**src/rtl/ps2_key_controller.sv**
```systemverilog
// PS/2 key event controller: brings the reader's byte strobe into the clk domain, decodes the
// E0/F0/E1 prefix grammar into key events, flags error bytes and stalled sequences, and queues
// events in a small first-word fall-through FIFO with a valid/ready handshake.
//
// state  | meaning
// IDLE   | waiting for the first byte of a sequence
// EXT    | E0 seen, waiting for code or F0
// BRK    | F0 seen, waiting for released key code
// EXTBRK | E0 F0 seen, waiting for released extended key code
// SKIP   | inside the 8-byte pause sequence, counting bytes
module ps2_key_controller #(
    parameter int FIFO_DEPTH      = 4,
    parameter int TIMEOUT_CYCLES  = 100000,
    parameter int DROP_FAKE_SHIFT = 1
) (
    input  logic       clk,
    input  logic       reset,
    input  logic       end_scan,
    input  logic [7:0] scan_code,
    output logic       ev_valid,
    input  logic       ev_ready,
    output logic [7:0] ev_code,
    output logic       ev_break,
    output logic       ev_ext,
    output logic       overflow,
    output logic       kbd_err,
    input  logic       clear_flags
);

    localparam int PTR_W = (FIFO_DEPTH > 1) ? $clog2(FIFO_DEPTH) : 1;
    localparam int CNT_W = $clog2(FIFO_DEPTH) + 1;
    localparam int TO_W  = $clog2(TIMEOUT_CYCLES + 1);

    typedef enum logic [2:0] {IDLE, EXT, BRK, EXTBRK, SKIP} state_t;

    state_t            state, state_nxt;
    logic              s1, s2, s3;
    logic              byte_stb;
    logic [7:0]        byte_reg;
    logic [2:0]        skip_cnt, skip_nxt;
    logic [TO_W-1:0]   to_cnt, to_nxt;
    logic              err_set;
    logic              push, push_ok, pop, full, fake;
    logic              push_brk, push_ext;
    logic [7:0]        push_code;
    logic [9:0]        mem [FIFO_DEPTH];
    logic [PTR_W-1:0]  wr_ptr, rd_ptr;
    logic [CNT_W-1:0]  count;
    logic              is_err_byte;

    // end_scan synchroniser and rising-edge strobe; flops reset high so a level already
    // high when reset releases does not look like a new frame
    always_ff @(posedge clk or posedge reset) begin
        if (reset) begin
            s1       <= 1'b1;
            s2       <= 1'b1;
            s3       <= 1'b1;
            byte_stb <= 1'b0;
            byte_reg <= 8'h00;
        end else begin
            s1       <= end_scan;
            s2       <= s1;
            s3       <= s2;
            byte_stb <= s2 & ~s3;
            if (s2 & ~s3)
                byte_reg <= scan_code;
        end
    end

    assign is_err_byte = (byte_reg == 8'h00) || (byte_reg == 8'hFF) ||
                         (byte_reg == 8'hFC) || (byte_reg == 8'hFD);
    // fake shifts are extended events around some keys that the host does not want
    assign fake = (DROP_FAKE_SHIFT != 0) && ((byte_reg == 8'h12) || (byte_reg == 8'h59));

    // decoder state, pause byte counter and stall timer registers
    always_ff @(posedge clk or posedge reset) begin
        if (reset) begin
            state    <= IDLE;
            skip_cnt <= 3'd0;
            to_cnt   <= '0;
        end else begin
            state    <= state_nxt;
            skip_cnt <= skip_nxt;
            to_cnt   <= to_nxt;
        end
    end

    // prefix decoding, event generation and prefix timeout; a byte beats a same-cycle timeout
    always_comb begin
        state_nxt = state;
        skip_nxt  = skip_cnt;
        to_nxt    = to_cnt;
        err_set   = 1'b0;
        push      = 1'b0;
        push_code = byte_reg;
        push_brk  = 1'b0;
        push_ext  = 1'b0;
        if (byte_stb) begin
            to_nxt = '0;
            case (state)
                IDLE: begin
                    if (byte_reg == 8'hE0)
                        state_nxt = EXT;
                    else if (byte_reg == 8'hF0)
                        state_nxt = BRK;
                    else if (byte_reg == 8'hE1) begin
                        state_nxt = SKIP;
                        skip_nxt  = 3'd7;
                    end else if ((byte_reg == 8'hAA) || (byte_reg == 8'hFA) || (byte_reg == 8'hEE))
                        state_nxt = IDLE;
                    else if (is_err_byte)
                        err_set = 1'b1;
                    else
                        push = 1'b1;
                end
                EXT: begin
                    if (is_err_byte) begin
                        err_set   = 1'b1;
                        state_nxt = IDLE;
                    end else if (byte_reg == 8'hF0)
                        state_nxt = EXTBRK;
                    else if (byte_reg == 8'hE0)
                        state_nxt = EXT;
                    else begin
                        push      = ~fake;
                        push_ext  = 1'b1;
                        state_nxt = IDLE;
                    end
                end
                BRK: begin
                    state_nxt = IDLE;
                    if (is_err_byte)
                        err_set = 1'b1;
                    else begin
                        push     = 1'b1;
                        push_brk = 1'b1;
                    end
                end
                EXTBRK: begin
                    state_nxt = IDLE;
                    if (is_err_byte)
                        err_set = 1'b1;
                    else begin
                        push     = ~fake;
                        push_brk = 1'b1;
                        push_ext = 1'b1;
                    end
                end
                SKIP: begin
                    skip_nxt = skip_cnt - 3'd1;
                    if (skip_cnt == 3'd1) begin
                        push      = 1'b1;
                        push_ext  = 1'b1;
                        push_code = 8'hE1;
                        state_nxt = IDLE;
                    end
                end
                default: state_nxt = IDLE;
            endcase
        end else if (state == IDLE) begin
            to_nxt = '0;
        end else if (to_cnt == TO_W'(TIMEOUT_CYCLES - 1)) begin
            to_nxt    = '0;
            state_nxt = IDLE;
            skip_nxt  = 3'd0;
            err_set   = 1'b1;
        end else begin
            to_nxt = to_cnt + TO_W'(1);
        end
    end

    assign full    = (count == CNT_W'(FIFO_DEPTH));
    assign pop     = ev_valid & ev_ready;
    assign push_ok = push & (~full | pop);

    // FIFO pointers and occupancy; a push into a full queue survives only with a pop
    always_ff @(posedge clk or posedge reset) begin
        if (reset) begin
            wr_ptr <= '0;
            rd_ptr <= '0;
            count  <= '0;
        end else begin
            if (push_ok)
                wr_ptr <= wr_ptr + PTR_W'(1);
            if (pop)
                rd_ptr <= rd_ptr + PTR_W'(1);
            if (push_ok && !pop)
                count <= count + CNT_W'(1);
            else if (!push_ok && pop)
                count <= count - CNT_W'(1);
        end
    end

    // FIFO storage; when full with a pop the write lands on the slot being read out
    always_ff @(posedge clk) begin
        if (push_ok)
            mem[wr_ptr] <= {push_ext, push_brk, push_code};
    end

    // sticky flags; clear_flags beats a set in the same cycle
    always_ff @(posedge clk or posedge reset) begin
        if (reset) begin
            overflow <= 1'b0;
            kbd_err  <= 1'b0;
        end else if (clear_flags) begin
            overflow <= 1'b0;
            kbd_err  <= 1'b0;
        end else begin
            if (push && full && !pop)
                overflow <= 1'b1;
            if (err_set)
                kbd_err <= 1'b1;
        end
    end

    assign ev_valid = (count != '0);
    assign {ev_ext, ev_break, ev_code} = ev_valid ? mem[rd_ptr] : 10'h000;

endmodule

```
**config.mk**
```make
export PLATFORM = sky130hd
export DESIGN_NAME = ps2_key_controller
export DESIGN_NICKNAME = d
export VERILOG_FILES = /design/src/rtl/ps2_key_controller.sv
export SDC_FILE = /design/constraint.sdc
export NUM_CORES = 1
export LEC_CHECK = 0
export CAP_MARGIN = 10
export CORE_MARGIN = 10
export CORE_UTILIZATION = 45
export DETAILED_ROUTE_END_ITERATION = 12
export MAX_ROUTING_LAYER = met4
export SYNTH_ARGS = -nofsm -noshare
export SYNTH_HDL_FRONTEND = slang
export SYNTH_SLANG_ARGS = --single-unit
export TNS_END_PERCENT = 5
```
**constraint.sdc**
```tcl
create_clock -name clk -period 6.75 [get_ports clk]
set_clock_uncertainty 0.1 [all_clocks]
set_input_delay 1.6875 -clock clk [delete_from_list [all_inputs] [get_ports clk]]
set_output_delay 1.6875 -clock clk [all_outputs]
set_load 0.01 [all_outputs]
```
---- After elaboration in Yosys (flattened, before gate mapping) ----
Memory sizes are Yosys's and may differ from the RTL's.
Cells that the tools add are included.
storage, ports and cells
  RAM bits ................................ 40
  logic and storage cells ................. 135
  output and inout port bits .............. 13
  register bits ........................... 44
  input port bits ......................... 13
  memories kept ........................... 1
operators by class
  add/sub/neg operators ................... 6
  muxes and demuxes ....................... 60
  bitwise gates (word level) .............. 7
  equal/unequal tests ..................... 25
  reduce and logical (&&, ||, !) cells .... 23
memories
  name  words  bits a word  read ports  clocked after memory_dff  wr ports  line  source
  mem   4      10           1           0                         1         46    logic [9:0] mem [FIFO_DEPTH];
operators with widths
  cell                     number
  $eq A8 B8 Y1 const B     9
  $mux W17                 3
  $mux W3                  14
  $mux W1                  32
  $mux W8                  3
  $add A17 B1 Y17 const B  1
  $eq A17 B17 Y1 const B   1
  $mux W10                 1
  $pmux W3 S3              1
  $eq A8 B5 Y1 const B     1
  $eq A8 B7 Y1 const B     1
  $logic_not A8 Y1         1
  $ne A2 B2 Y1 const B     4
  $reduce_bool A2 Y1       4
  $eq A3 B1 Y1 const B     2
  $eq A3 B2 Y1 const B     2
  $eq A3 B3 Y1 const B     2
  $logic_or A1 B1 Y1       6
  $pmux W3 S2              1
  $reduce_and A6 Y1        1
  $sub A3 B1 Y3 const B    2
  $ne A5 B5 Y1 const B     1
  $pmux W1 S5              1
  $add A2 B1 Y2 const B    2
  16 further kinds         25

---- Longest topological paths before layout ----
  word-level depth ........................ 16
  gate-level depth with buffers ........... 13
  depth with buffers taken out ............ 13

---- Worst setup path before layout ----
OpenSTA, ideal clock, no wires.
  path type ............................... input-to-reg
  start point ............................. in ev_ready
  end point ............................... reg count[1]
  setup time .............................. 0.125 ns
  data arrival time ....................... 3.235 ns
  stages .................................. 7
  data required time ...................... 6.525 ns
  path slack .............................. 3.291 ns
  buffers on the path ..................... 1
  cells stage by stage .................... nor4b_1 clkbuf_1 nor2_1 ha_1 inv_1 fa_1 mux2_2
on the way
  cells in the longest elaborated chain, start to end .. 6
  elaborated cells on any way between the ends .. 9
  those cells by class .................... 1 x mux; 3 x bitwise; 5 x reduce/logical
RTL lines
  what                          line  source
  start, declared               21    input logic ev_ready,
  $and A1 B1 Y1 (*)             173   assign pop = ev_valid & ev_ready;
  $or A1 B1 Y1 (*)              174   assign push_ok = push & (~full | pop);
  $and A1 B1 Y1 (*)             174
  via push_ok                   43    logic push, push_ok, pop, full, fake;
  $logic_not A1 Y1              189   else if (!push_ok && pop)
  $logic_and A1 B1 Y1           189
  $reduce_bool A2 Y1 (no line)  n/a
  end signal, assigned          188   count <= count + CNT_W'(1);
  end signal, assigned          190   count <= count - CNT_W'(1);
  end, declared                 48    logic [CNT_W-1:0] count;
The timed path passes the listed nets; every way through them passes the cells marked *.
A chain may end at the register's enable or synchronous reset.

---- Worst setup path after layout ----
  start point ............................. reg rd_ptr[0]
  end point ............................... out ev_code[0]
on the way
  cells in the longest elaborated chain, start to end .. 2
RTL lines
  what                    line  source
  start, declared         47    logic [PTR_W-1:0] wr_ptr, rd_ptr;
  start signal, assigned  186   rd_ptr <= rd_ptr + PTR_W'(1);
  $mem_v2 Z4 W10          n/a
  $mux W10                217   assign {ev_ext, ev_break, ev_code} = ev_valid ? mem[rd_ptr] : 10'h000;
  end, declared           22    output logic [7:0] ev_code,
No other way between the ends.

==> flow_metrics.py <==
metrics = {
    "sta": {
        "setup_tns_ps": 0,
        "hold_slack_ps": 258,
        "tightest_slew_ps": 920,
        "min_period_ps": 4140,
        "finalCritPeriodShare_pct": 61.3,
        "max_freq_ghz": 0.242,
        "rsz0062_at_grt": "false",
        "relSlewSlack_pct": 38.6,
        "slew_viol_final": 0,
        "worst_slack_ps": 2610,
        "setup_viol": 0,
        "hold_violations": 0,
    },
    "final_layout": {
        "drive_gt1_share_pct": 15.8,
        "multi_input_area_mm2": 0.00151,
        "final_util_pct": 53.9,
        "num-fill-cells": 707,
        "nNetsFinal": 353,
        "largest_reg_flops": 40,
        "area_delta_synth_final_pct": 14.9,
        "diodes": 0,
        "regArea_mm2": 0.00231,
    },
    "placed_design": {
        "dp_hpwl_um": 4920,
        "place_congestion": 0.814,
        "dp_slack_ps": 2870,
        "io_buffers": 25,
    },
    "grt": {
        "grt_overflow": 0,
        "grt_pass1_vias": 2401,
        "antenna_found_initial": 0,
        "grt_max_degree": 45,
        "grt_pass1_wl_um": 12000,
        "grt_usage_pct": 11.7,
    },
    "setup_path": {
        "path_max_fanout": 12,
        "endpoint_kind": "primary output",
        "worstReg2RegEnd": "count[1]",
        "cp-endpoint": "ev_code[0]",
        "crit_path_start_kind": "flop",
        "crit_start": "rd_ptr[0]",
        "worstSetupPathType": "flop to primary output",
        "ff2ff_path_depth": 9,
        "arrival_ps": 2350,
        "crit_required_ps": 4960,
        "regToRegSetupSlack_ps": 3360,
        "rr_startpoint": "byte_reg[3]",
    },
    "logic_synthesis": {
        "ys_top_cells_by_area": "edfxtp_1 31%, dfrtp_1 26%, mux4_2 5.8%, mux2_2 2.6%, nor2_1 2.6%",
        "synthCells": 301,
        "yosysWarnings": 0,
        "synth-edff-count": 40,
        "ys_top_cells_by_count": "41 x dfrtp_1, 40 x edfxtp_1, 27 x nor2_1, 16 x and2_1, 15 x nand2_1",
        "synth_top_area_share_pct": 30.8,
        "ys_types": 52,
        "synth_flop_cell": "dfrtp_1",
        "netlist_area_mm2": 0.00389,
        "ys_ff_latch": 84,
        "post-synth-top-count-cell": "dfrtp_1",
        "yosysSeqAreaShare_pct": 59.2,
        "syn_nets": 323,
        "synthArstFlopShare_pct": 52.4,
        "synth_area_per_cell_um2": 12.9,
        "yosysTopAreaCell": "edfxtp_1",
    },
    "power_and_ir_drop": {
        "pwr_density_cell_mw_per_mm2": 314,
        "total_power_uw": 1410,
        "p_leak_uw": 0.00170,
        "ir_drop_mv": 0.101,
    },
    "clock_tree": {
        "cts-hold-fix-buffers": 0,
        "cts_tree": "done",
        "clock_sinks": 84,
        "postCtsSetupBuffers": 0,
        "cts_buffer_depth": 2,
        "insertion_delay_ps": 350,
        "htree_levels": 3,
        "cts_buffers": 9,
        "root_buffer": "clkbuf_8",
        "path_clk_slew_ps": 80,
        "cts-resized-gates": 0,
    },
    "min_path": {
        "holdPathStages": 0,
        "hold_path.class": "flop to flop",
    },
    "routing": {
        "ant_nets": 0,
        "wirelength_um": 6880,
        "wl_per_cell_um": 15.6,
        "via_per_inst": 5.26,
        "route.detailed.drc": 0,
        "drt_first_pass_iters": 4,
        "vias": 2321,
        "drt_iter0_drc": 84,
    },
    "die": {
        "fp-row-count": 33,
        "start_util_pct": 46.9,
        "dieArea_mm2": 0.0128,
        "fp.dieW_um": 113,
        "fp.dieH_um": 113,
        "core_mm2": 0.00830,
        "num_io_pins": 26,
    },
    "status": {
        "status": "finished, final reports clean",
    },
    "job": {
        "cap_violations": 0,
    },
}
[per-stage QoR]
| step | instances | instance area [um2] |
|---|---|---|
| floorplan | 301 | 3890 |
| global placement | 425 | 4270 |
| finish | 441 | 4480 |
| global route | 441 | 4480 |
| CTS | 441 | 4480 |
| detailed placement | 425 | 4270 |
[metal layers]
layer  GRT usage, %  wire length [um]  vias up
met4           4.57                78        0
met2           16.4              3060       38
li1               -                 -     1153
met3           3.17               301        6
met5              -                 0        -
met1           15.7              3440     1124
[cells by family (layout without fill, tap and decap cells)]
kind of cell | count (synthesis) | in the layout | share of synthesized area [%]
simple gates | 117 | 117 | 16.9
flops | 84 | 84 | 59.2
compound gates | 31 | 31 | 5.37
xor+xnor | 21 | 21 | 4.72
mux | 20 | 20 | 8.77
buf+inv | 19 | 54 | 1.93
fa+ha+maj | 9 | 9 | 3.08
[power breakdown]
part           internal (uW)  switching, uW
sequential               602           73.2
combinational            225            139
clock                    183            184
total                   1010            396
[cell type report]
cell class | count | share of cell area [%]
clock buffers | 10 | 3.07
clock inverters | 6 | 1.57
multi-input cells | 198 | 33.8
well taps | 105 | 2.93
inverters | 8 | 0.671
flip-flops and latches | 84 | 51.5
repair buffers | 30 | 6.43
[cell usage in the layout (no fill, tap or decap), types with 4 or more instances in the layout]
| cell | count |
|---|---|
| nor3b_1 | 4 |
| a21oi_1 | 4 |
| clkdlybuf4s50_1 | 25 |
| xnor2_1 | 10 |
| xor2_1 | 11 |
| nand2_1 | 15 |
| nor3_1 | 4 |
| clkbuf_8 | 10 |
| edfxtp_1 | 40 |
| buf_4 | 5 |
| mux2_2 | 9 |
| and2_1 | 16 |
| nand3_1 | 6 |
| nor2_1 | 27 |
| dfrtp_1 | 41 |
| ha_1 | 8 |
| nand4_1 | 4 |
| or3_1 | 4 |
| inv_1 | 7 |
| mux4_2 | 10 |
| nand2b_1 | 9 |
| and3_1 | 8 |
| o21ai_0 | 8 |
[how the worst min path moves through the flow]
stage	from	end	slack [ps]
final	s1	s2	260
after CTS	s1	s2	260
after global placement	s1	s2	250
after global routing	s1	s2	270
after floorplan	s1	s2	250
after detailed placement	s1	s2	250
[critical path, stage by stage, from the launching register on]
cell,delay (ps)
dfrtp_1,780
mux4_2,580
and2_1,170
clkdlybuf4s50_1,480
Power figures use the tool's default switching activity.
==> RTL edit 1: new RTL, same flow settings <==
The 5 states of `state_t` get a one-hot encoding in 5 bits.
--- a/src/rtl/ps2_key_controller.sv
+++ b/src/rtl/ps2_key_controller.sv
@@ -32,5 +32,5 @@
     localparam int TO_W  = $clog2(TIMEOUT_CYCLES + 1);
 
-    typedef enum logic [2:0] {IDLE, EXT, BRK, EXTBRK, SKIP} state_t;
+    typedef enum logic [4:0] {IDLE = 5'b00001, EXT = 5'b00010, BRK = 5'b00100, EXTBRK = 5'b01000, SKIP = 5'b10000} state_t;
 
     state_t            state, state_nxt;
Formal check against the unedited RTL: no difference found for any inputs over 10 cycles, from zero or initial values and one cycle with reset high; not proved beyond that.
==> RTL edit 1 against the original RTL <==
  * Wire length increased by 11%
  * Utilization decreased by 1.1 points
  * Non-clock buffer count decreased by 5
  * Sequential share of layout area decreased by 1.1 points
  * Synthesized cell count increased by 13%
  * Power increased by 11%
  * Cell area increased by 4.5%
  * Sequential cell count increased by 2
  * Worst setup slack got worse by 23 ps
  * Hold slack improved by 2.4 ps
  * Area after synthesis increased by 6.1%
  * Largest cell class unchanged
==> RTL edit 1: results (changes against the original RTL) <==
\begin{tabular}{lr}
\hline
Metric & Value \\
\hline
\multicolumn{2}{l}{\textbf{Run status}} \\
Outcome & finished, final reports clean \\
\multicolumn{2}{l}{\textbf{Critical path}} \\
Worst reg2reg setup slack & 3400 ps (+40 ps) \\
Arrival time at the worst endpoint & 2370 ps (+20 ps) \\
Slowest cell delay on critical path & 800 ps (+20 ps) \\
R2R Path End & count[2] \\
Reg-to-reg startpoint & skip\_cnt[1] \\
FF-to-FF path depth & 14 (+5) \\
\multicolumn{2}{l}{\textbf{Power and ir drop}} \\
Design internal power & 0.00108 W (+7.3\%) \\
Power of the sequential group & 0.000709 W (+5.0\%) \\
P\_leak & 1.73 nW (+2.2\%) \\
Power drawn by the clock network & 0.000408 W (+11\%) \\
Peak supply drop & 0.132 mV (+30\%) \\
Post-layout total power & 0.00157 W (+11\%) \\
\multicolumn{2}{l}{\textbf{Clock network}} \\
TritonCTS Buffers & 9 (unchanged) \\
\multicolumn{2}{l}{\textbf{Placement}} \\
Total placed instance area & 4450 µm² (+4.3\%) \\
Placement Setup Slack & 2470 ps (-402 ps) \\
Estimated wirelength of the detail-placed design & 5.48 mm (+12\%) \\
Weighted congestion at the end of routability-driven global placement & 0.828 (+1.8\%) \\
\multicolumn{2}{l}{\textbf{Yosys}} \\
Post-synth cell types & 48 (-7.7\%) \\
Synth Net Count & 362 (+12\%) \\
Primary flip-flop cell chosen by synthesis mapping & dfrtp\_1 \\
Most frequent cells after synthesis & dfrtp\_1, edfxtp\_1, nor2\_1, nand2\_1, and2\_1 \\
Synth area leaders & edfxtp\_1, dfrtp\_1, mux4\_2 \\
Share of synthesized registers carrying an async set or reset & 53.5\% (+1.1 points) \\
Sequential-to-total area share from yosys stat & 57.1\% (-2.1 points) \\
\multicolumn{2}{l}{\textbf{Route}} \\
Met1 Routed Length & 3.57 mm (+3.7\%) \\
Final WL & 7.61 mm (+11\%) \\
Via density & 5.52 (+4.9\%) \\
Met2 wire length & 3.69 mm (+21\%) \\
Wire length on met3 & 255 µm (-15\%) \\
DRC marker count from the first detailed-route iteration & 145 (+73\%) \\
\multicolumn{2}{l}{\textbf{GRT}} \\
GRT Resource Usage Total & 12.3\% (+0.65 points) \\
Global-route wire length before repair & 12.6 mm (+4.9\%) \\
Vias in the first global route & 2585 (+7.7\%) \\
Largest net degree at the start of global routing & 47 (+4.4\%) \\
\multicolumn{2}{l}{\textbf{Layout}} \\
Filler Cell Count & 780 (+10\%) \\
Fraction of layout instances using a drive strength above 1 & 12.1\% (-3.7 points) \\
Net count, final & 382 (+8.2\%) \\
\multicolumn{2}{l}{\textbf{Timing}} \\
Slew headroom & 37.0\% (-1.6 points) \\
Top achievable clock speed & 240 MHz (-0.54\%) \\
\hline
\end{tabular}
RTL edit 1: cell count changes in the layout (fill, tap and decap cells not counted), moves of 4 or more:
cell and delta:
nand4_1 +11, a21oi_1 +5, nand3_1 +4, and3_1 -4
o21ai_0 -5, nor2_1 +10, nand2_1 +4, buf_4 -5
inv_1 +4
RTL edit 1: how the worst max path moves through the flow:
| stage | start | to | cells past startpoint |
|---|---|---|---|
| 6_report | rd_ptr[0] | ev_ext | 3 |
| 5_1_grt | rd_ptr[0] | ev_ext | 3 |
| 4_1_cts | rd_ptr[0] | ev_code[1] | 3 |
| 3_5_place_dp | ev_ready | count[2] | 10 |
| 3_3_place_gp | ev_ready | count[2] | 10 |
| 2_1_floorplan | ev_ready | count[1] | 8 |
RTL edit 1: kinds of logic after synthesis:
logic type	after synthesis	share of synthesized area, %
and+or+nand+nor	140	18.4
DFF	86	57.1
AOI/OAI and AO/OA	34	5.94
buffers and inverters	28	2.66
xor gates and xnor gates	24	5.09
muxes	19	7.90
adders and majority gates	9	2.91
RTL edit 1: stage by stage:
step                      hold WS [ps]  cells
after global placement             247    457
after global routing               275    473
final                              261    473
after detailed placement           247    457
after CTS                          262    473
after floorplan                    245    340
RTL edit 1: area by class of cell:
type | count | area (µm²) | area share [%]
Inverter | 12 | 45.0 | 0.963
Timing Repair Buffer | 25 | 250 | 5.35
Sequential cell | 86 | 2360 | 50.4
Clock inverter | 7 | 103 | 2.19
Clock buffer | 9 | 124 | 2.65
Tap cell | 108 | 135 | 2.89
Multi-Input combinational cell | 226 | 1660 | 35.6
RTL edit 1: routing by layer:
layer / vias up / global-route usage (%)
met5: - / -
li1: 1280 / -
met2: 48 / 20.0
met3: 13 / 2.79
met1: 1270 / 14.8
met4: 0 / 4.59
==> RTL edit 2: new RTL, same flow settings <==
Made on the original files. Set the parameter `FIFO_DEPTH` to 2 (it was 4).
--- a/src/rtl/ps2_key_controller.sv
+++ b/src/rtl/ps2_key_controller.sv
@@ -10,5 +10,5 @@
 // SKIP   | inside the 8-byte pause sequence, counting bytes
 module ps2_key_controller #(
-    parameter int FIFO_DEPTH      = 4,
+    parameter int FIFO_DEPTH      = 2,
     parameter int TIMEOUT_CYCLES  = 100000,
     parameter int DROP_FAKE_SHIFT = 1
Function: changed (Yosys sat finds a counterexample within 10 cycles, from zero or initial values and one cycle with reset high).
==> RTL edit 2 against the original RTL <==
  * Power fell by 21%
  * Count of clock-buffer cells in the layout rose by 2
  * Synthesized cell count fell by 10%
  * Area after synthesis fell by 24%
  * Cell area fell by 22%
  * Worst setup slack improved by 350 ps
  * Utilization rose by 0.99 points
  * Wire length fell by 19%
  * Sequential cell count fell by 23
==> RTL edit 2: results (changes against the original RTL) <==
\begin{tabular}{lr}
\hline
Metric & Value \\
\hline
\multicolumn{2}{l}{\textbf{Layout}} \\
Net count, final & 316 (-10\%) \\
Filler Cell Count & 563 (-20\%) \\
Max FFs per register & 20 (-50\%) \\
\multicolumn{2}{l}{\textbf{Placement}} \\
Estimated wirelength of the detail-placed design & 3.91 mm (-21\%) \\
Total placed instance area & 3290 µm² (-23\%) \\
Weighted congestion at the end of routability-driven global placement & 0.781 (-4.1\%) \\
Placement Setup Slack & 3110 ps (+243 ps) \\
\multicolumn{2}{l}{\textbf{Critical path}} \\
Reg-to-reg startpoint & byte\_reg[2] \\
Arrival time at the worst endpoint & 2000 ps (-350 ps) \\
Top delay family on crit path & buffers and inverters \\
Largest fanout on the critical path & 11 (-1) \\
Crit path capture & ev\_valid \\
Slowest cell delay on critical path & 580 ps (-200 ps) \\
Worst reg2reg setup slack & 4200 ps (+840 ps) \\
Launching element of the worst setup path & count[0] \\
Slowest-stage cell, CP & nor2\_1 \\
\multicolumn{2}{l}{\textbf{Route}} \\
DR WL/cell & 14.6 µm (-6.5\%) \\
Total via count in the routed design & 2054 (-12\%) \\
\multicolumn{2}{l}{\textbf{Power and ir drop}} \\
Logic gate share of total power & 24.0\% (-1.9 points) \\
Peak supply drop & 0.186 mV (+83\%) \\
Design internal power & 0.000794 W (-21\%) \\
P\_leak & 1.37 nW (-19\%) \\
Part of the total power dissipated in the clock network & 32.0\% (+5.9 points) \\
\multicolumn{2}{l}{\textbf{GRT}} \\
Global-route wire length before repair & 9.87 mm (-18\%) \\
Largest net degree at the start of global routing & 42 (-6.7\%) \\
\multicolumn{2}{l}{\textbf{Yosys}} \\
Count of flip-flops with a built-in enable after synthesis & 20 (-50\%) \\
Synth Net Count & 287 (-11\%) \\
Post-synth cell types & 53 (+1.9\%) \\
Most frequent cells after synthesis & dfrtp\_1, nor2\_1, edfxtp\_1, nand3\_1, nor3\_1 \\
Synth area leaders & dfrtp\_1, edfxtp\_1, nor2\_1 \\
\multicolumn{2}{l}{\textbf{Min path}} \\
HP Class & flip-flop to flip-flop \\
\multicolumn{2}{l}{\textbf{Run status}} \\
Outcome & finished, final reports clean \\
\multicolumn{2}{l}{\textbf{Timing}} \\
Slew headroom & 30.4\% (-8.2 points) \\
Top achievable clock speed & 264 MHz (+9.2\%) \\
\hline
\end{tabular}
[RTL edit 2: cell types whose count changed in the layout (fill, tap and decap cells not counted), moves of 5 or more]
cell,before,now
edfxtp_1,40,20
and2_1,16,4
mux2i_1,0,10
mux4_2,10,0
nand3_1,6,15
nor3_1,4,13
nor2_1,27,33
nand2_1,15,10
nand2b_1,9,4
[RTL edit 2: how the worst min path moves through the flow]
stage / slack (ps) / cells past startpoint / to / startpoint
global placement: 250 / 0 / s2 / s1
floorplan: 250 / 0 / s2 / s1
global route: 270 / 0 / s2 / s1
detailed placement: 250 / 0 / s2 / s1
CTS: 260 / 0 / s2 / s1
finish: 260 / 0 / s2 / s1
[RTL edit 2: area by class of cell]
type                    count  area, µm²  area share, %
well taps                  77       96.3           2.75
repair buffers             28        273           7.77
inverters                  11       41.3           1.18
multi-input cells         188       1250           35.7
clock inverters             4       71.3           2.03
flip-flops and latches     61       1630           46.5
clock buffers              12        145           4.14
[RTL edit 2: cells by family after synthesis]
group,count (synthesis),synth area share (%)
multiplexers,19,6.78
XOR/XNOR,18,5.31
AND/OR/NAND/NOR,110,19.4
buffers and inverters,21,3.03
adder cells (fa/ha/maj),4,1.68
flip-flops,61,54.9
AO/OA/AOI/OAI,37,8.97
[RTL edit 2: per-layer routing]
metal  share of wire, %  up-vias  global-route usage [%]
li1                   -     1042                       -
met1                 44      978                    13.7
met2                 50       24                    19.8
met3                4.4       10                    4.02
met4                1.6        0                    5.47
met5                  0        -                       -
[RTL edit 2: stage by stage]
step / total power [W] / std cells
after floorplan: 0.000656 / 270
after global placement: 0.000762 / 365
after detailed placement: 0.000767 / 365
after CTS: 0.00113 / 381
after global routing: 0.00118 / 381
final: 0.00111 / 381
